## src/rtl/module_alu_sequencer_pkg.sv

```systemverilog
// Shared types for the ALU sequencer: operand type, opcode type, last legal opcode and FSM states.
package pkg_bits;

  localparam int BITS_W = 8;

  typedef logic [BITS_W-1:0] bits_t;
  typedef logic [3:0]        alu_op_t;

  localparam alu_op_t ALU_OP_LAST = 4'hA;

  typedef enum logic [2:0] {
    LOAD_A  = 3'd0,
    LOAD_B  = 3'd1,
    LOAD_OP = 3'd2,
    EXEC    = 3'd3,
    DONE    = 3'd4
  } seq_state_e;

  function automatic logic op_legal(input alu_op_t op);
    return op <= ALU_OP_LAST;
  endfunction

endpackage

```

## src/rtl/module_alu_sequencer.sv

```systemverilog
// Loads A, B and opcode/carry from switches, drives a combinational ALU and captures its outputs.
// Optional ALU_SEQ_ACC_EN: the strobe in DONE feeds the last result back as operand A.
module module_alu_sequencer
  import pkg_bits::*;
#(
  parameter int WIDTH = 8
) (
  input  logic             clk_i,
  input  logic             rst_i,
  input  logic [WIDTH-1:0] data_i,
  input  logic             load_i,
  output logic             ready_o,
  output logic [2:0]       state_o,
  output logic [WIDTH-1:0] alu_a_o,
  output logic [WIDTH-1:0] alu_b_o,
  output logic             alu_flag_in_o,
  output logic [3:0]       alu_control_o,
  input  logic [WIDTH-1:0] alu_result_i,
  input  logic             alu_flags_i,
  input  logic             alu_zero_i,
  output logic [WIDTH-1:0] result_o,
  output logic             flags_o,
  output logic             zero_o,
  output logic             valid_o,
  output logic             err_o
);

  seq_state_e       state_q, state_d;
  logic [WIDTH-1:0] alu_a_q, alu_a_d;
  logic [WIDTH-1:0] alu_b_q, alu_b_d;
  logic             alu_flag_in_q, alu_flag_in_d;
  alu_op_t          alu_control_q, alu_control_d;
  logic [WIDTH-1:0] result_q, result_d;
  logic             flags_q, flags_d;
  logic             zero_q, zero_d;
  logic             valid_q, valid_d;
  logic             err_q, err_d;
  alu_op_t          op_in;

  assign op_in = alu_op_t'(data_i[3:0]);

  always_comb begin
    state_d       = state_q;
    alu_a_d       = alu_a_q;
    alu_b_d       = alu_b_q;
    alu_flag_in_d = alu_flag_in_q;
    alu_control_d = alu_control_q;
    result_d      = result_q;
    flags_d       = flags_q;
    zero_d        = zero_q;
    valid_d       = valid_q;
    err_d         = 1'b0;
    case (state_q)
      LOAD_A: if (load_i) begin
        alu_a_d = data_i;
        state_d = LOAD_B;
      end
      LOAD_B: if (load_i) begin
        alu_b_d = data_i;
        state_d = LOAD_OP;
      end
      LOAD_OP: if (load_i) begin
        // An illegal opcode leaves the ALU inputs alone so the previous setup stays intact.
        if (op_legal(op_in)) begin
          alu_control_d = op_in;
          alu_flag_in_d = data_i[4];
          state_d       = EXEC;
        end else begin
          err_d = 1'b1;
        end
      end
      EXEC: begin
        result_d = alu_result_i;
        flags_d  = alu_flags_i;
        zero_d   = alu_zero_i;
        valid_d  = 1'b1;
        state_d  = DONE;
      end
      DONE: if (load_i) begin
        valid_d = 1'b0;
`ifdef ALU_SEQ_ACC_EN
        alu_a_d = result_q;
        state_d = LOAD_B;
`else
        state_d = LOAD_A;
`endif
      end
      default: state_d = LOAD_A;
    endcase
  end

  always_ff @(posedge clk_i) begin
    if (rst_i) begin
      state_q       <= LOAD_A;
      alu_a_q       <= '0;
      alu_b_q       <= '0;
      alu_flag_in_q <= 1'b0;
      alu_control_q <= '0;
      result_q      <= '0;
      flags_q       <= 1'b0;
      zero_q        <= 1'b0;
      valid_q       <= 1'b0;
      err_q         <= 1'b0;
    end else begin
      state_q       <= state_d;
      alu_a_q       <= alu_a_d;
      alu_b_q       <= alu_b_d;
      alu_flag_in_q <= alu_flag_in_d;
      alu_control_q <= alu_control_d;
      result_q      <= result_d;
      flags_q       <= flags_d;
      zero_q        <= zero_d;
      valid_q       <= valid_d;
      err_q         <= err_d;
    end
  end

  assign ready_o       = (state_q == LOAD_A) || (state_q == LOAD_B) ||
                         (state_q == LOAD_OP) || (state_q == DONE);
  assign state_o       = state_q;
  assign alu_a_o       = alu_a_q;
  assign alu_b_o       = alu_b_q;
  assign alu_flag_in_o = alu_flag_in_q;
  assign alu_control_o = alu_control_q;
  assign result_o      = result_q;
  assign flags_o       = flags_q;
  assign zero_o        = zero_q;
  assign valid_o       = valid_q;
  assign err_o         = err_q;

endmodule

```

## config.mk

```make
export PLATFORM = sky130hd
export DESIGN_NAME = module_alu_sequencer
export DESIGN_NICKNAME = d
export VERILOG_FILES = /design/src/rtl/module_alu_sequencer_pkg.sv /design/src/rtl/module_alu_sequencer.sv
export SDC_FILE = /design/constraint.sdc
export NUM_CORES = 1
export LEC_CHECK = 0
export ABC_CLOCK_PERIOD_IN_PS = 1300
export CAP_MARGIN = 20
export CORE_MARGIN = 2
export CORE_UTILIZATION = 38
export DETAILED_ROUTE_END_ITERATION = 10
export PLACE_DENSITY = 0.72
export REMOVE_ABC_BUFFERS = 1
export SLEW_MARGIN = 20
export SYNTH_ARGS = -nofsm -noshare
export SYNTH_HDL_FRONTEND = slang
export SYNTH_SLANG_ARGS = --single-unit
export TNS_END_PERCENT = 100
```

## constraint.sdc

```tcl
create_clock -name clk_i -period 1.3 [get_ports clk_i]
set_input_delay 0.195 -clock clk_i [delete_from_list [all_inputs] [get_ports clk_i]]
set_output_delay 0.195 -clock clk_i [all_outputs]
set_load 0.005 [all_outputs]
```

==> out/metrics.json, run 1 <==
{
  "place": {
    "hpwlAfterDp_mm": 2.89,
    "place_area_um2": 2160,
    "numPlacedInstances": 261,
    "routability_driven_placement_congestion_ratio": 0.773,
    "port-buffer-count": 57,
    "detailedPlace.worstSlack_ps": -352
  },
  "setup_path": {
    "critical_path.cell_chain": "nand4bb_4, or4b_1, o21ai_1",
    "worstPathArrival_ps": 1490,
    "max_fanout_on_critical_path": 7,
    "critical-path-max-stage-delay_ps": 490,
    "timing.critical_path.to_type": "flop",
    "worst_r2r_path_depth": 3,
    "r2r_setup_slack_ps": 20,
    "crit_path_end": "alu_control_o[2]",
    "cp-startpoint": "state_o[2]",
    "critical_path_required_ps": 1510,
    "timing.rr.start": "state_o[2]",
    "reg2reg_to": "alu_control_o[2]",
    "worst_setup_path_start_kind": "flop",
    "critPathSlowestCell": "or4b_1",
    "setup_cp_type": "reg2reg"
  },
  "power_and_ir_drop": {
    "pd_cells_nw_per_um2": 1100,
    "share_comb_of_total_power": 0.167,
    "vdd_ir_drop_max_uv": 727,
    "switching_power_summed_over_all_nets_mw": 0.592,
    "power.leakage_nw": 1.12,
    "power_report.internal_total_mw": 1.97,
    "total_power_mw": 2.56,
    "clkPwrFrac": 0.369,
    "seq_power_share": 0.464,
    "p_sw_frac": 0.231
  },
  "timing": {
    "setup_viol": 0,
    "totalNegativeSetupSlack_ps": 0,
    "final.min_clock_period_ps": 1280,
    "slew_at_the_pin_closest_to_its_max_slew_limit_ps": 351,
    "rsz_0062_raised_after_global_routing": "true",
    "slew_headroom": 0.766,
    "final-max-slew-violation-count": 0,
    "finalClockSkew_ps": 6.10,
    "holdWs_ps": 453,
    "post-route-period-util": 0.987,
    "timing.fmax_mhz": 780,
    "final-hold-violation-count": 0,
    "final.setup.worst_slack_ps": 17.2
  },
  "finish": {
    "finalCoreUtilization": 0.638,
    "antenna_cells_inserted": 0,
    "design.final.nets": 245,
    "final_std_cell_area_no_fill_um2": 2320,
    "post_layout_nonfiller_instances": 273,
    "syn_to_final_growth_pct": 61.8,
    "final.fill_count": 321,
    "proportion_of_layout_cells_with_a_drive_suffix_above_1": 0.280,
    "layout.cells.most_common": "dlygate4sd2_1",
    "mostFrequentLayoutCells": "dlygate4sd2_1, nand2_1, dfxtp_1"
  },
  "synthesis": {
    "synth_seq_area_share": 0.503,
    "synth_top_flop_cell": "dfxtp_1",
    "mappedNetlistArea_um2": 1430,
    "asyncSetResetFlopFracSynth": 0,
    "synthCells": 145,
    "ys_ff_latch": 36,
    "synth_cell_types": 28,
    "syn_avg_cell_area_um2": 9.89,
    "synth-warning-count": 0,
    "number_of_enable_type_register_cells_in_the_synthesized_netlist": 0
  },
  "global_route": {
    "grt_remaining_overflow": 0,
    "grt_pass1_vias": 1342,
    "grt_antenna_before_repair": 0,
    "gr-usage-all-layers": 0.195,
    "grt_max_degree": 26,
    "global_route_wire_length_before_repair_mm": 6.31
  },
  "cts": {
    "total_clock_buffers_created_by_cts": 5,
    "cts.sink_count": 36,
    "clock_tree.htree_level_count": 2,
    "ctsLongestPathBuffers": 2,
    "cts-root-buf": "clkbuf_8",
    "cts_tree": "built",
    "postCtsHoldBufs": 0,
    "clock_insertion_delay_worst_skew_ps": 280,
    "clock_slew_at_reported_path_ffs_ps": 70
  },
  "flow_run": {
    "timing.max_cap.violations": 0
  },
  "detailed_routing": {
    "ant_nets": 0,
    "dr_pass1_iterations": 4,
    "wire_per_inst_um": 14.8,
    "routed-via-count": 1325,
    "initialDrtViolationCount": 71,
    "detail_route.vias_per_cell": 4.85,
    "route.detailed.drc": 0,
    "finalWirelength_mm": 4.05
  },
  "hold_path": {
    "worstHoldPathCells": 2,
    "holdCritPathClass": "reg2reg"
  },
  "floorplanning": {
    "die_h_um": 65.4,
    "pin_count": 58,
    "initial_utilization": 0.395,
    "core_area_um2": 3630,
    "die-area_um2": 4280,
    "die_w_um": 65.4,
    "placement_rows": 22
  },
  "run_status": {
    "outcome": "finished, final reports clean"
  }
}
## layout make-up
type	count	area [um2]	share of cell area
Clock buffer	6	72.6	0.0313
Inverter	1	3.75	0.00162
Tap cell	48	60.1	0.0259
Multi-Input combinational cell	98	667	0.287
Clock inverter	2	35.0	0.0151
Sequential cell	36	746	0.321
Timing Repair Buffer	82	736	0.317
## worst min-delay path by stage
stage                     startpoint          endpoint  slack [ps]
global placement    alu_control_o[1]  alu_control_o[1]         440
global route              alu_a_o[4]        alu_a_o[4]         490
floorplan                      rst_i        alu_a_o[0]         260
detailed placement     alu_flag_in_o     alu_flag_in_o         450
finish              alu_control_o[0]  alu_control_o[0]         450
CTS                    alu_flag_in_o     alu_flag_in_o         460
## registers in the layout (all words and copies together), names as in the netlist
signal	cells
alu_a_o	8
alu_b_o	8
result_o	8
alu_control_o	4
state_o	3
alu_flag_in_o	1
err_o	1
flags_o	1
valid_o	1
zero_o	1
## logic make-up (layout without fill, tap and decap cells)
kind of cell | count (synthesis) | after routing | synth area share
AOI/OAI and AO/OA | 21 | 21 | 0.0881
buffers and inverters | 11 | 91 | 0.0532
DFF | 36 | 36 | 0.503
muxes | 22 | 22 | 0.154
and+or+nand+nor | 55 | 55 | 0.202
## repair_timing
action                     4_1_cts  5_1_grt
hold endpoints to repair         0        0
setup endpoints to repair       66       16
gates resized for setup         56       16
setup buffers                    1        3
pin swaps                        1        4
## layer usage
| metal | part of all wire | vias to the layer above | track usage |
|---|---|---|---|
| met5 | 0 | - | 0 |
| met3 | 0.051 | 8 | 0.0377 |
| li1 | - | 652 | - |
| met4 | 0.020 | 0 | 0.0781 |
| met2 | 0.55 | 47 | 0.364 |
| met1 | 0.37 | 618 | 0.214 |
## critical path: cells and delay by family, from the launching register on
kind / cells / cell delay, ps
AND/OR/NAND/NOR: 2 / 730
flip-flops: 1 / 370
AO/OA/AOI/OAI: 1 / 110
## Yosys cell counts, types with 2 or more instances
cell type,count,area (um2)
a21oi_1,12,60.1
o21ai_0,2,10.0
buf_6,2,22.5
or4b_1,3,30.0
mux2i_1,21,210
dfxtp_1,36,721
buf_2,2,10.0
buf_4,3,22.5
nand2_1,25,93.8
nand2b_1,2,12.5
nor2_1,19,71.3
nor3_1,2,10.0
## power groups by stage
stage	combinational, mW	clock [mW]	sequential [mW]
floorplan	0.128	0	1.22
global placement	0.399	0	1.21
detailed placement	0.416	0	1.21
CTS	0.387	0.970	1.19
global route	0.461	1.02	1.19
finish	0.427	0.943	1.19
Note: power is estimated with default switching activity, not from simulation.
==> inputs of run 2 (changes only) <==
- HOLD_SLACK_MARGIN: unset -> 0.05
==> results of run 2 <==
The final DEF is identical to that of run 1; final timing and power are the same.
